File: src/rtl/multicycle_ctrl.sv
// Multi-cycle RV32I-subset control FSM: per-state datapath strobes/muxes,
// memory wait-state handshake, optional retire counter (RETIRE_CNT_EN).
// Ports:
//   clk, rst_n           clock and async active-low reset
//   opcode, funct3, EQ   instruction fields and ALU zero flag
//   mem_ready            memory access completes this cycle
//   MemReq..ResultSrc    datapath strobes and mux selects
//   illegal, state       ILLEGAL indicator, current state (debug)
//   instret              retired-instruction count (0 unless RETIRE_CNT_EN)
module multicycle_ctrl #(
  parameter int CNT_W        = 32,
  parameter bit ILLEGAL_HALT = 1'b1
) (
  input  logic             clk,
  input  logic             rst_n,
  input  logic [6:0]       opcode,
  input  logic [2:0]       funct3,
  input  logic             EQ,
  input  logic             mem_ready,
  output logic             MemReq,
  output logic             MemWrite,
  output logic             AdrSrc,
  output logic             IRWrite,
  output logic             PCWrite,
  output logic             RegWrite,
  output logic [1:0]       ALUsrcA,
  output logic [1:0]       ALUsrcB,
  output logic [1:0]       ImmSrc,
  output logic [2:0]       ALUctrl,
  output logic [1:0]       ResultSrc,
  output logic             illegal,
  output logic [3:0]       state,
  output logic [CNT_W-1:0] instret
);

  localparam logic [3:0] S_FETCH    = 4'd0;
  localparam logic [3:0] S_DECODE   = 4'd1;
  localparam logic [3:0] S_MEMADR   = 4'd2;
  localparam logic [3:0] S_MEMREAD  = 4'd3;
  localparam logic [3:0] S_MEMWB    = 4'd4;
  localparam logic [3:0] S_MEMWRITE = 4'd5;
  localparam logic [3:0] S_EXECI    = 4'd6;
  localparam logic [3:0] S_ALUWB    = 4'd7;
  localparam logic [3:0] S_JAL      = 4'd8;
  localparam logic [3:0] S_BRANCH   = 4'd9;
  localparam logic [3:0] S_ILLEGAL  = 4'd15;

  localparam logic [6:0] OP_LOAD  = 7'b0000011;
  localparam logic [6:0] OP_STORE = 7'b0100011;
  localparam logic [6:0] OP_IMM   = 7'b0010011;
  localparam logic [6:0] OP_JAL   = 7'b1101111;
  localparam logic [6:0] OP_BR    = 7'b1100011;

  logic [3:0] next;
  logic       imm_ok;
  logic       br_ok;

  assign imm_ok = (funct3 == 3'b000) || (funct3 == 3'b111) ||
                  (funct3 == 3'b110) || (funct3 == 3'b010);
  assign br_ok  = (funct3 == 3'b000) || (funct3 == 3'b001);

  always_ff @(posedge clk or negedge rst_n) begin
    if (!rst_n) state <= S_FETCH;
    else        state <= next;
  end

  always_comb begin
    next      = state;
    MemReq    = 1'b0;
    MemWrite  = 1'b0;
    AdrSrc    = 1'b0;
    IRWrite   = 1'b0;
    PCWrite   = 1'b0;
    RegWrite  = 1'b0;
    ALUsrcA   = 2'b00;
    ALUsrcB   = 2'b00;
    ImmSrc    = 2'b00;
    ALUctrl   = 3'b000;
    ResultSrc = 2'b00;
    illegal   = 1'b0;
    case (state)
      S_FETCH: begin
        MemReq    = 1'b1;
        ALUsrcB   = 2'b10;
        ResultSrc = 2'b10;
        IRWrite   = mem_ready;
        PCWrite   = mem_ready;
        if (mem_ready) next = S_DECODE;
      end
      S_DECODE: begin
        // ALU forms OldPC+imm here so JAL/branch targets are ready early
        ALUsrcA = 2'b01;
        ALUsrcB = 2'b01;
        ImmSrc  = (opcode == OP_JAL) ? 2'b11 : 2'b10;
        unique case (1'b1)
          (opcode == OP_LOAD),
          (opcode == OP_STORE):          next = S_MEMADR;
          (opcode == OP_IMM) && imm_ok:  next = S_EXECI;
          (opcode == OP_JAL):            next = S_JAL;
          (opcode == OP_BR) && br_ok:    next = S_BRANCH;
          default:                       next = S_ILLEGAL;
        endcase
      end
      S_MEMADR: begin
        ALUsrcA = 2'b10;
        ALUsrcB = 2'b01;
        if (opcode == OP_STORE) begin
          ImmSrc = 2'b01;
          next   = S_MEMWRITE;
        end else begin
          next   = S_MEMREAD;
        end
      end
      S_MEMREAD: begin
        MemReq = 1'b1;
        AdrSrc = 1'b1;
        if (mem_ready) next = S_MEMWB;
      end
      S_MEMWB: begin
        ResultSrc = 2'b01;
        RegWrite  = 1'b1;
        next      = S_FETCH;
      end
      S_MEMWRITE: begin
        MemReq   = 1'b1;
        MemWrite = 1'b1;
        AdrSrc   = 1'b1;
        if (mem_ready) next = S_FETCH;
      end
      S_EXECI: begin
        ALUsrcA = 2'b10;
        ALUsrcB = 2'b01;
        unique case (1'b1)
          (funct3 == 3'b111): ALUctrl = 3'b010;
          (funct3 == 3'b110): ALUctrl = 3'b011;
          (funct3 == 3'b010): ALUctrl = 3'b101;
          default:            ALUctrl = 3'b000;
        endcase
        next = S_ALUWB;
      end
      S_ALUWB: begin
        RegWrite = 1'b1;
        next     = S_FETCH;
      end
      S_JAL: begin
        // PC takes the DECODE target; ALU forms OldPC+4 for the link
        ALUsrcA = 2'b01;
        ALUsrcB = 2'b10;
        PCWrite = 1'b1;
        next    = S_ALUWB;
      end
      S_BRANCH: begin
        ALUsrcA = 2'b10;
        ALUctrl = 3'b001;
        unique case (1'b1)
          (funct3 == 3'b000): PCWrite = EQ;
          (funct3 == 3'b001): PCWrite = !EQ;
          default:            PCWrite = 1'b0;
        endcase
        next = S_FETCH;
      end
      S_ILLEGAL: begin
        illegal = 1'b1;
        next    = ILLEGAL_HALT ? S_ILLEGAL : S_FETCH;
      end
      default: next = S_FETCH;
    endcase
    // reset must kill strobes combinationally, not at the next edge
    if (!rst_n) begin
      MemReq   = 1'b0;
      MemWrite = 1'b0;
      IRWrite  = 1'b0;
      PCWrite  = 1'b0;
      RegWrite = 1'b0;
      illegal  = 1'b0;
    end
  end

`ifdef RETIRE_CNT_EN
  logic retire;

  assign retire = (state == S_MEMWB) ||
                  (state == S_ALUWB) ||
                  (state == S_BRANCH) ||
                  ((state == S_MEMWRITE) && mem_ready);

  always_ff @(posedge clk or negedge rst_n) begin
    if (!rst_n)      instret <= '0;
    else if (retire) instret <= instret + CNT_W'(1);
  end
`else
  assign instret = '0;
`endif

endmodule

File: config.mk
export PLATFORM = sky130hd
export DESIGN_NAME = multicycle_ctrl
export DESIGN_NICKNAME = d
export VERILOG_FILES = /design/src/rtl/multicycle_ctrl.sv
export SDC_FILE = /design/constraint.sdc
export NUM_CORES = 1
export LEC_CHECK = 0
export ABC_AREA = 1
export BUFFER_PORTS_ARGS = -buffer_cell sky130_fd_sc_hd__buf_4
export CAP_MARGIN = 20
export CORE_MARGIN = 2
export CORE_UTILIZATION = 35
export CTS_CLUSTER_SIZE = 28
export DETAILED_ROUTE_END_ITERATION = 16
export PLACE_DENSITY = 0.76
export SYNTH_ARGS = -nofsm -noshare
export SYNTH_HDL_FRONTEND = slang
export SYNTH_SLANG_ARGS = --single-unit
File: constraint.sdc
create_clock -name clk -period 1.2 [get_ports clk]
set_clock_uncertainty 0.15 [all_clocks]
set_input_delay 0.12 -clock clk [delete_from_list [all_inputs] [get_ports clk]]
set_output_delay 0.12 -clock clk [all_outputs]
set_load 0.02 [all_outputs]
==> key figures, run 1 <==
CTS
  – Clock Path Buffers: 2
  – H-Tree Depth: 1
  – CTS root buf: clkbuf_4
  – Skew-Pair Late Insertion Delay: 230 ps
  – Total CTS buffers: 3
  – CTS sink cnt: 4
  – Clk pin slew, worst setup/hold paths: 40 ps
  – TritonCTS clock tree: done

Synthesis
  – Async set-reset flop share out of synthesis: 1.000
  – Main synth FF type: dfrtp_1
  – Unique masters post-synth: 25
  – Cell Area, Synth: 832.0 µm²
  – Post-synthesis sequential area ratio: 0.1203
  – Synthesized area per cell: 5.901 µm²
  – Yosys warns: 0
  – Flops & latches, synth: 4
  – Syn Inst Count: 141
  – EDFF count, synth: 0

Critical path
  – CP arrival: 1530 ps
  – Worst R2R Path Depth: 8
  – Reg2reg end: state[1]
  – FF-to-FF setup slack: -490 ps
  – Critical Path End: ImmSrc[0]
  – CP Launch Point: state[1]
  – Crit path max fanout: 4
  – Req. time, crit path: 930 ps
  – Crit Path Category: flip-flop to output port
  – Worst R2R Start: state[1]
  – CP startpoint kind: flip-flop
  – CP endpoint kind: output port

Timing
  – Final setup viols: 26
  – Endpoints failing hold: 0
  – Final worst slack: -603.3 ps
  – Setup TNS: -11330 ps
  – Max Clock Freq: 554.5 MHz
  – Max-slew violation count: 0
  – RSZ-0062 raised after global routing: true
  – Post-layout min period: 1803 ps
  – Final Cycle Share: 1.503

Floorplan
  – Initial Util: 0.3725
  – Ports: 68
  – Die width: 52.76 µm
  – Core area: 2233 µm²
  – Die area: 2783 µm²
  – Chip height: 52.76 µm
  – Num rows: 17

Drt
  – Vias: 1151
  – DRT Pass-1 Iters: 4
  – Routed WL: 3412 µm
  – Post-DRT Antenna Nets: 0
  – DRT iter0 DRCs: 14
  – Remaining DRCs: 0
  – Drt wl/cell: 13.49 µm
  – Vias per cell: 4.549

Hold path
  – Min-Delay Path Class: input pin to flip-flop

Run
  – Max Cap Viol: 0

Final layout
  – Flip-flop count of the largest register after layout: 4
  – # diodes: 0
  – Layout cells sized above 1: 0.6089
  – Nets@finish: 241
  – Biggest register: state
  – Final Util: 0.7782
  – Cell area after layout: 1738 µm²
  – Reg area: 105.1 µm²
  – Area of the multi-input gates: 720.7 µm²
  – Syn-to-layout area delta: 108.9%
  – Biggest regs: state (4)
  – Fill cell count: 130

Placement
  – Placement Setup Slack: -398.7 ps
  – DPL Wire Length: 2112 µm
  – DP Area: 1319 µm²
  – GPL Wtd Cong: 0.8196
  – IO buf count: 35

Global routing
  – GR Util All Layers: 0.2289
  – First-pass GRT wire length: 4740 µm
  – Largest net degree at the start of global routing: 6
  – Antenna violations before repair: 0
  – Vias in the first global route: 1089
  – Grt ovf: 0

Status
  – Failing checks: setup timing
  – Status: finished with violations

Power and ir drop
  – Leakage: 0.9107 nW
  – Power per standard cell area: 282.6 nW/µm²
  – VDD IR-drop max: 0.3698 mV
-- where the power goes --
group          switching (mW)  internal [mW]  total [mW]
clock network          0.0465          0.111       0.158
logic                   0.148         0.0501       0.198
registers                   0          0.136       0.136
total                   0.194          0.297       0.491
-- repair_timing --
item | 4_1_cts | 5_1_grt
hold buffers | 1 | 0
setup endpoints to repair | 26 | 26
gates resized for setup | 38 | 25
setup buffers | 12 | 10
pin swaps | 13 | 12
endpoints found under the hold margin | 4 | 0
-- worst min-delay path by stage --
stage               from       end  slack (ps)  cells after the start
2_1_floorplan      rst_n  state[0]        -330                      0
3_3_place_gp       rst_n  state[3]        -220                      1
3_5_place_dp       rst_n  state[0]        -220                      1
4_1_cts        mem_ready  state[2]         110                      4
5_1_grt        mem_ready  state[2]         140                      4
6_report       mem_ready  state[2]         120                      4
-- critical path: stages, from the launching register on --
cell and delay [ps]:
dfrtp_2 450, nor2_4 150, inv_4 60, buf_6 110
nor2_4 140, clkinv_4 110, o21ai_4 140, buf_6 130
-- cells in the mapped netlist, types with 3 or more instances --
| library cell | n | share of area |
|---|---|---|
| buf_4 | 32 | 0.29 |
| nand2_1 | 27 | 0.12 |
| inv_1 | 18 | 0.081 |
| nor2_1 | 16 | 0.072 |
| nand3_1 | 7 | 0.042 |
| inv_2 | 6 | 0.027 |
| o21ai_0 | 6 | 0.036 |
| dfrtp_1 | 4 | 0.12 |
| nand4_1 | 3 | 0.023 |
| nor2_2 | 3 | 0.023 |
| nor3_1 | 3 | 0.018 |
-- cells by family (layout without fill, tap and decap cells) --
family | count (synthesis) | after routing | share of synthesized area
buffers and inverters | 57 | 110 | 0.4045
and+or+nand+nor | 66 | 66 | 0.3729
other | 1 | 32 | 0.004507
xor gates and xnor gates | 1 | 1 | 0.01053
AOI/OAI and AO/OA | 12 | 12 | 0.08723
DFF | 4 | 4 | 0.1203
-- cell type report --
type | instances | share of cell area
Clock buffer | 3 | 0.01296
Tap cell | 28 | 0.02016
Inverter | 25 | 0.06263
Multi-Input combinational cell | 111 | 0.4147
Sequential cell | 4 | 0.06048
Timing Repair Buffer | 82 | 0.4291
-- cells in the final DEF, fill, tap and decap left out, types with 5 or more instances in the layout --
cell and instances:
conb_1 32, nand2_1 21, buf_4 47, inv_2 6, nand2_4 5, nor2_4 11, inv_1 14, nor2_1 7
buf_6 34
-- stage by stage --
stage	hold slack, ps	total power [mW]	cells
final	122.6	0.4911	253
after global routing	138.7	0.5203	253
after CTS	105.9	0.4927	245
after floorplan	-325.6	0.3381	172
after global placement	-221.9	0.3165	229
after detailed placement	-221.4	0.3202	229
-- metal layers --
layer	share of wire	wire (µm)	vias up	global-route usage
met1	0.38	1289	543	0.2496
met2	0.56	1895	58	0.4792
met4	0.023	79	0	0.03419
met5	0	0	-	0
met3	0.043	148	8	0.008571
li1	-	-	542	-
Power figures use the tool's default switching activity.
==> run 2: changes to the inputs <==
- ABC_AREA: 1 -> not set
- PLACE_DENSITY: 0.76 -> 0.73
==> run 2 against run 1 <==
Net effect:
- sequential power rose by 140%
- register-to-register slack got worse by 20 ps
- design area rose by 13%
- combinational power rose to 22 times the previous value
- non-clock buffer count rose by 4
- the flow still finishes with violations (setup timing)
- sequential cell count did not move
- global-route usage rose by 0.93 points
- core utilization fell by 0.14 points
==> key figures, run 2 <==
Critical path
  – Worst Path Buf+Inv: 1 (-3)
  – CP startpoint kind: flip-flop
  – Crit Path Category: flip-flop to output port
  – Worst path top cell family by delay: flip-flops
  – Crit path max fanout: 5 (+1)
  – CP endpoint kind: output port
  – Delay of the slowest critical-path stage: 420 ps (-30 ps)
  – CP arrival: 1500 ps (-30 ps)
  – Req. time, crit path: 930 ps (about the same)
  – Critical Path Slowest Stage Cell: dfrtp_2
  – Critical-path cell list: and2b_4, nand2_4, o32ai_4, buf_6

Drt
  – Post-DRT Antenna Nets: 0 (unchanged)
  – DRT Pass-1 Iters: 4 (unchanged)
  – DRT iter0 DRCs: 15 (+1)
  – Routed WL: 3769 µm (+10%)
  – Drt wl/cell: 15.51 µm (+15%)
  – Remaining DRCs: 0 (unchanged)
  – Vias per cell: 5.210 (+15%)
  – Vias: 1266 (+10%)

Synthesis
  – Main synth FF type: dfrtp_1
  – Post-Synth Simple-Gate Area: 0.3521 (-0.02084)
  – EDFF count, synth: 0 (unchanged)
  – Flops & latches, synth: 4 (unchanged)
  – Top cell type by total area after synthesis: buf_4
  – Async set-reset flop share out of synthesis: 1.000 (unchanged)
  – Synth top area share: 0.2670 (-0.02171)
  – Synthesized area per cell: 7.134 µm² (+21%)
  – Cell Area, Synth: 955.9 µm² (+15%)
  – Yosys warns: 0 (unchanged)
  – Count leader, synth: buf_4
  – Area contributors post-synth: buf_4 27%, dfrtp_1 10%, and3_1 4.6%
  – List of most frequent post-synthesis cells: 34 x buf_4, 8 x nor2_1, 7 x and3_1, 7 x nand2_1, 6 x buf_2
  – Syn Inst Count: 134 (-5.0%)
  – Mux cell area share after synthesis: 0 (unchanged)
  – Post-synthesis sequential area ratio: 0.1047 (-0.01559)
  – Unique masters post-synth: 44 (+76%)
  – Largest family of logic cells by synthesized area: simple AND/OR/NAND/NOR gates
  – Compound-cell area share of the yosys netlist: 0.1924 (+0.1052)
  – Synth Area in Adders: 0 (unchanged)
  – Xor/xnor share of the synthesized area: 0.03665 (+0.02612)

Power and ir drop
  – Power per standard cell area: 2456 nW/µm² (+770%)
  – Comb pwr share: 0.892 (+0.489)
  – Sw power: 2.279 mW (+1100%)
  – Leakage: 0.8923 nW (-2.0%)
  – VDD IR-drop max: 1.931 mV (+420%)
  – Internal cell power: 2.534 mW (+750%)
  – Flop pwr share: 0.067 (-0.209)
  – Power share of the clock group: 0.041 (-0.280)
  – Total Power: 4.813 mW (+880%)
  – Sw Ratio: 0.4735 (+0.07833)

Timing
  – Rel. slew slack: 0.6481
  – Final setup viols: 26 (unchanged)
  – Max-slew violation count: 0 (unchanged)
  – Endpoints failing hold: 0 (unchanged)
  – Post-layout min period: 1771 ps (-32.58 ps)
  – Final worst slack: -570.7 ps (+32.58 ps)
  – Final Cycle Share: 1.476 (-0.02715)
  – Max Clock Freq: 564.8 MHz (+1.8%)
  – Least-Margin Pin Slew: 523.4 ps
  – Setup TNS: -11040 ps (+291.3 ps)
  – RSZ-0062 raised after global routing: true

Final layout
  – Fill cell count: 175 (+35%)
  – Biggest register: state
  – Nets@finish: 229 (-5.0%)
  – Layout Cells excl Fill: 243 (-4.0%)
  – Layout cells sized above 1: 0.6338 (+0.02491)
  – Flip-flop count of the largest register after layout: 4 (unchanged)
  – Syn-to-layout area delta: 105.0%
  – Cell area after layout: 1959 µm² (+13%)
  – Biggest regs: state (4)
  – Commonest non-fill, non-tap cell in the layout: buf_4
  – Commonest non-fill, non-tap cells in the layout: 51 x buf_4, 32 x conb_1, 29 x buf_6
  – Final Util: 0.7768 (-0.001365)
  – # diodes: 0 (unchanged)

CTS
  – H-Tree Depth: 1 (unchanged)
  – Skew-Pair Late Insertion Delay: 260 ps (+30 ps)
  – Total CTS buffers: 3 (unchanged)
  – Clk pin slew, worst setup/hold paths: 50 ps (about the same)
  – CTS sink cnt: 4 (unchanged)
  – Clock Path Buffers: 2 (unchanged)
  – TritonCTS clock tree: done
  – CTS root buf: clkbuf_4

Status
  – Status: finished with violations
  – Failing checks: setup timing

Global routing
  – Grt ovf: 0 (unchanged)
  – First-pass GRT wire length: 5954 µm (+26%)
  – Vias in the first global route: 1232 (+13%)
  – Largest net degree at the start of global routing: 18 (+12)
  – GR Util All Layers: 0.2382 (+0.009327)
  – Antenna violations before repair: 0 (unchanged)

Floorplan
  – Initial Util: 0.3790 (+0.006419)
  – Core area: 2522 µm² (+13%)
  – Die area: 3165 µm² (+14%)
  – Num rows: 18 (+1)
  – Chip height: 56.26 µm (+6.6%)
  – Die width: 56.26 µm (+6.6%)
  – Ports: 68 (unchanged)

Placement
  – Placed Cells: 227 (-0.87%)
  – GPL Wtd Cong: 0.8396 (+2.4%)
  – DP Area: 1595 µm² (+21%)
  – IO buf count: 35 (unchanged)
  – DPL Wire Length: 2279 µm (+7.9%)

Hold path
  – Min-Delay Path Class: input pin to flip-flop

Run
  – Max Cap Viol: 0 (unchanged)
## run 2: cell count changes after synthesis, sizes merged, moves of 4 or more
cell   change
and3       +7
buf        +8
inv       -23
nand2     -23
nand3      -4
nor2      -13
## run 2: stage by stage
stage	worst slack, ps	hold slack, ps
after floorplan	-402.3	-325.6
after global placement	-279.0	-209.3
after detailed placement	-297.9	-207.2
after CTS	-522.1	86.35
after global routing	-620.1	136.6
final	-570.7	120.0
## run 2: cell families (layout without fill, tap and decap cells)
family          after synthesis  after routing
simple gates                 56             56
flops                         4              4
other cells                   1             32
buf+inv                      43             91
xor+xnor                      4              4
compound gates               26             26
## run 2: final timing paths
| kind | from | endpoint | slack [ps] | depth (start not counted) |
|---|---|---|---|---|
| worst max-delay path | state[0] | ALUctrl[0] | -570 | 4 |
| worst min-delay path | mem_ready | state[0] | 120 | 4 |
| worst max register to register | state[3] | state[2] | -510 | 6 |
| worst min register to register | state[1] | state[1] | 650 | 3 |
| max in group asynchronous | rst_n | state[2] | 570 | 2 |
| min in group asynchronous | rst_n | state[3] | 140 | 2 |
## run 2: final cells by class
cell class	instances	area [µm²]	share of cell area
clock buffer	3	22.52	0.01149
inverter	2	7.507	0.003831
multi-input combinational	118	977.2	0.4987
sequential	4	105.1	0.05364
tap	30	37.54	0.01916
timing repair buffer	86	809.5	0.4132
## run 2: layer usage
metal,wire [µm],share of wire,global-route usage
met1,1319,0.35,0.2528
met5,0,0,0
met3,234,0.062,0.03456
met2,2116,0.56,0.4521
met4,99,0.026,0.1156
## run 2: worst reg2reg max path: stages, from the launching register on
cell,delay (ps)
dfrtp_2,480
buf_6,160
buf_4,130
nor3b_2,150
a211o_1,250
a22oi_2,180
a31oi_1,70
## run 2: what timing repair did
item                                    in CTS  in global routing
gates cloned                                 1                  0
pin swaps                                   19                 10
resized for setup                           45                 16
hold endpoints to repair                     4                  0
endpoints found under the setup margin      26                 26
buffers inserted                            10                  4
hold buffers                                 1                  0
## run 2: power by group through the flow
stage                     clock network (mW)  logic (mW)  registers (mW)
after floorplan                            0        2.19           0.352
after global placement                     0        3.18           0.296
after detailed placement                   0        3.25           0.303
after CTS                              0.187        4.06           0.304
after global routing                   0.209        4.54           0.326
final                                  0.196        4.29           0.324
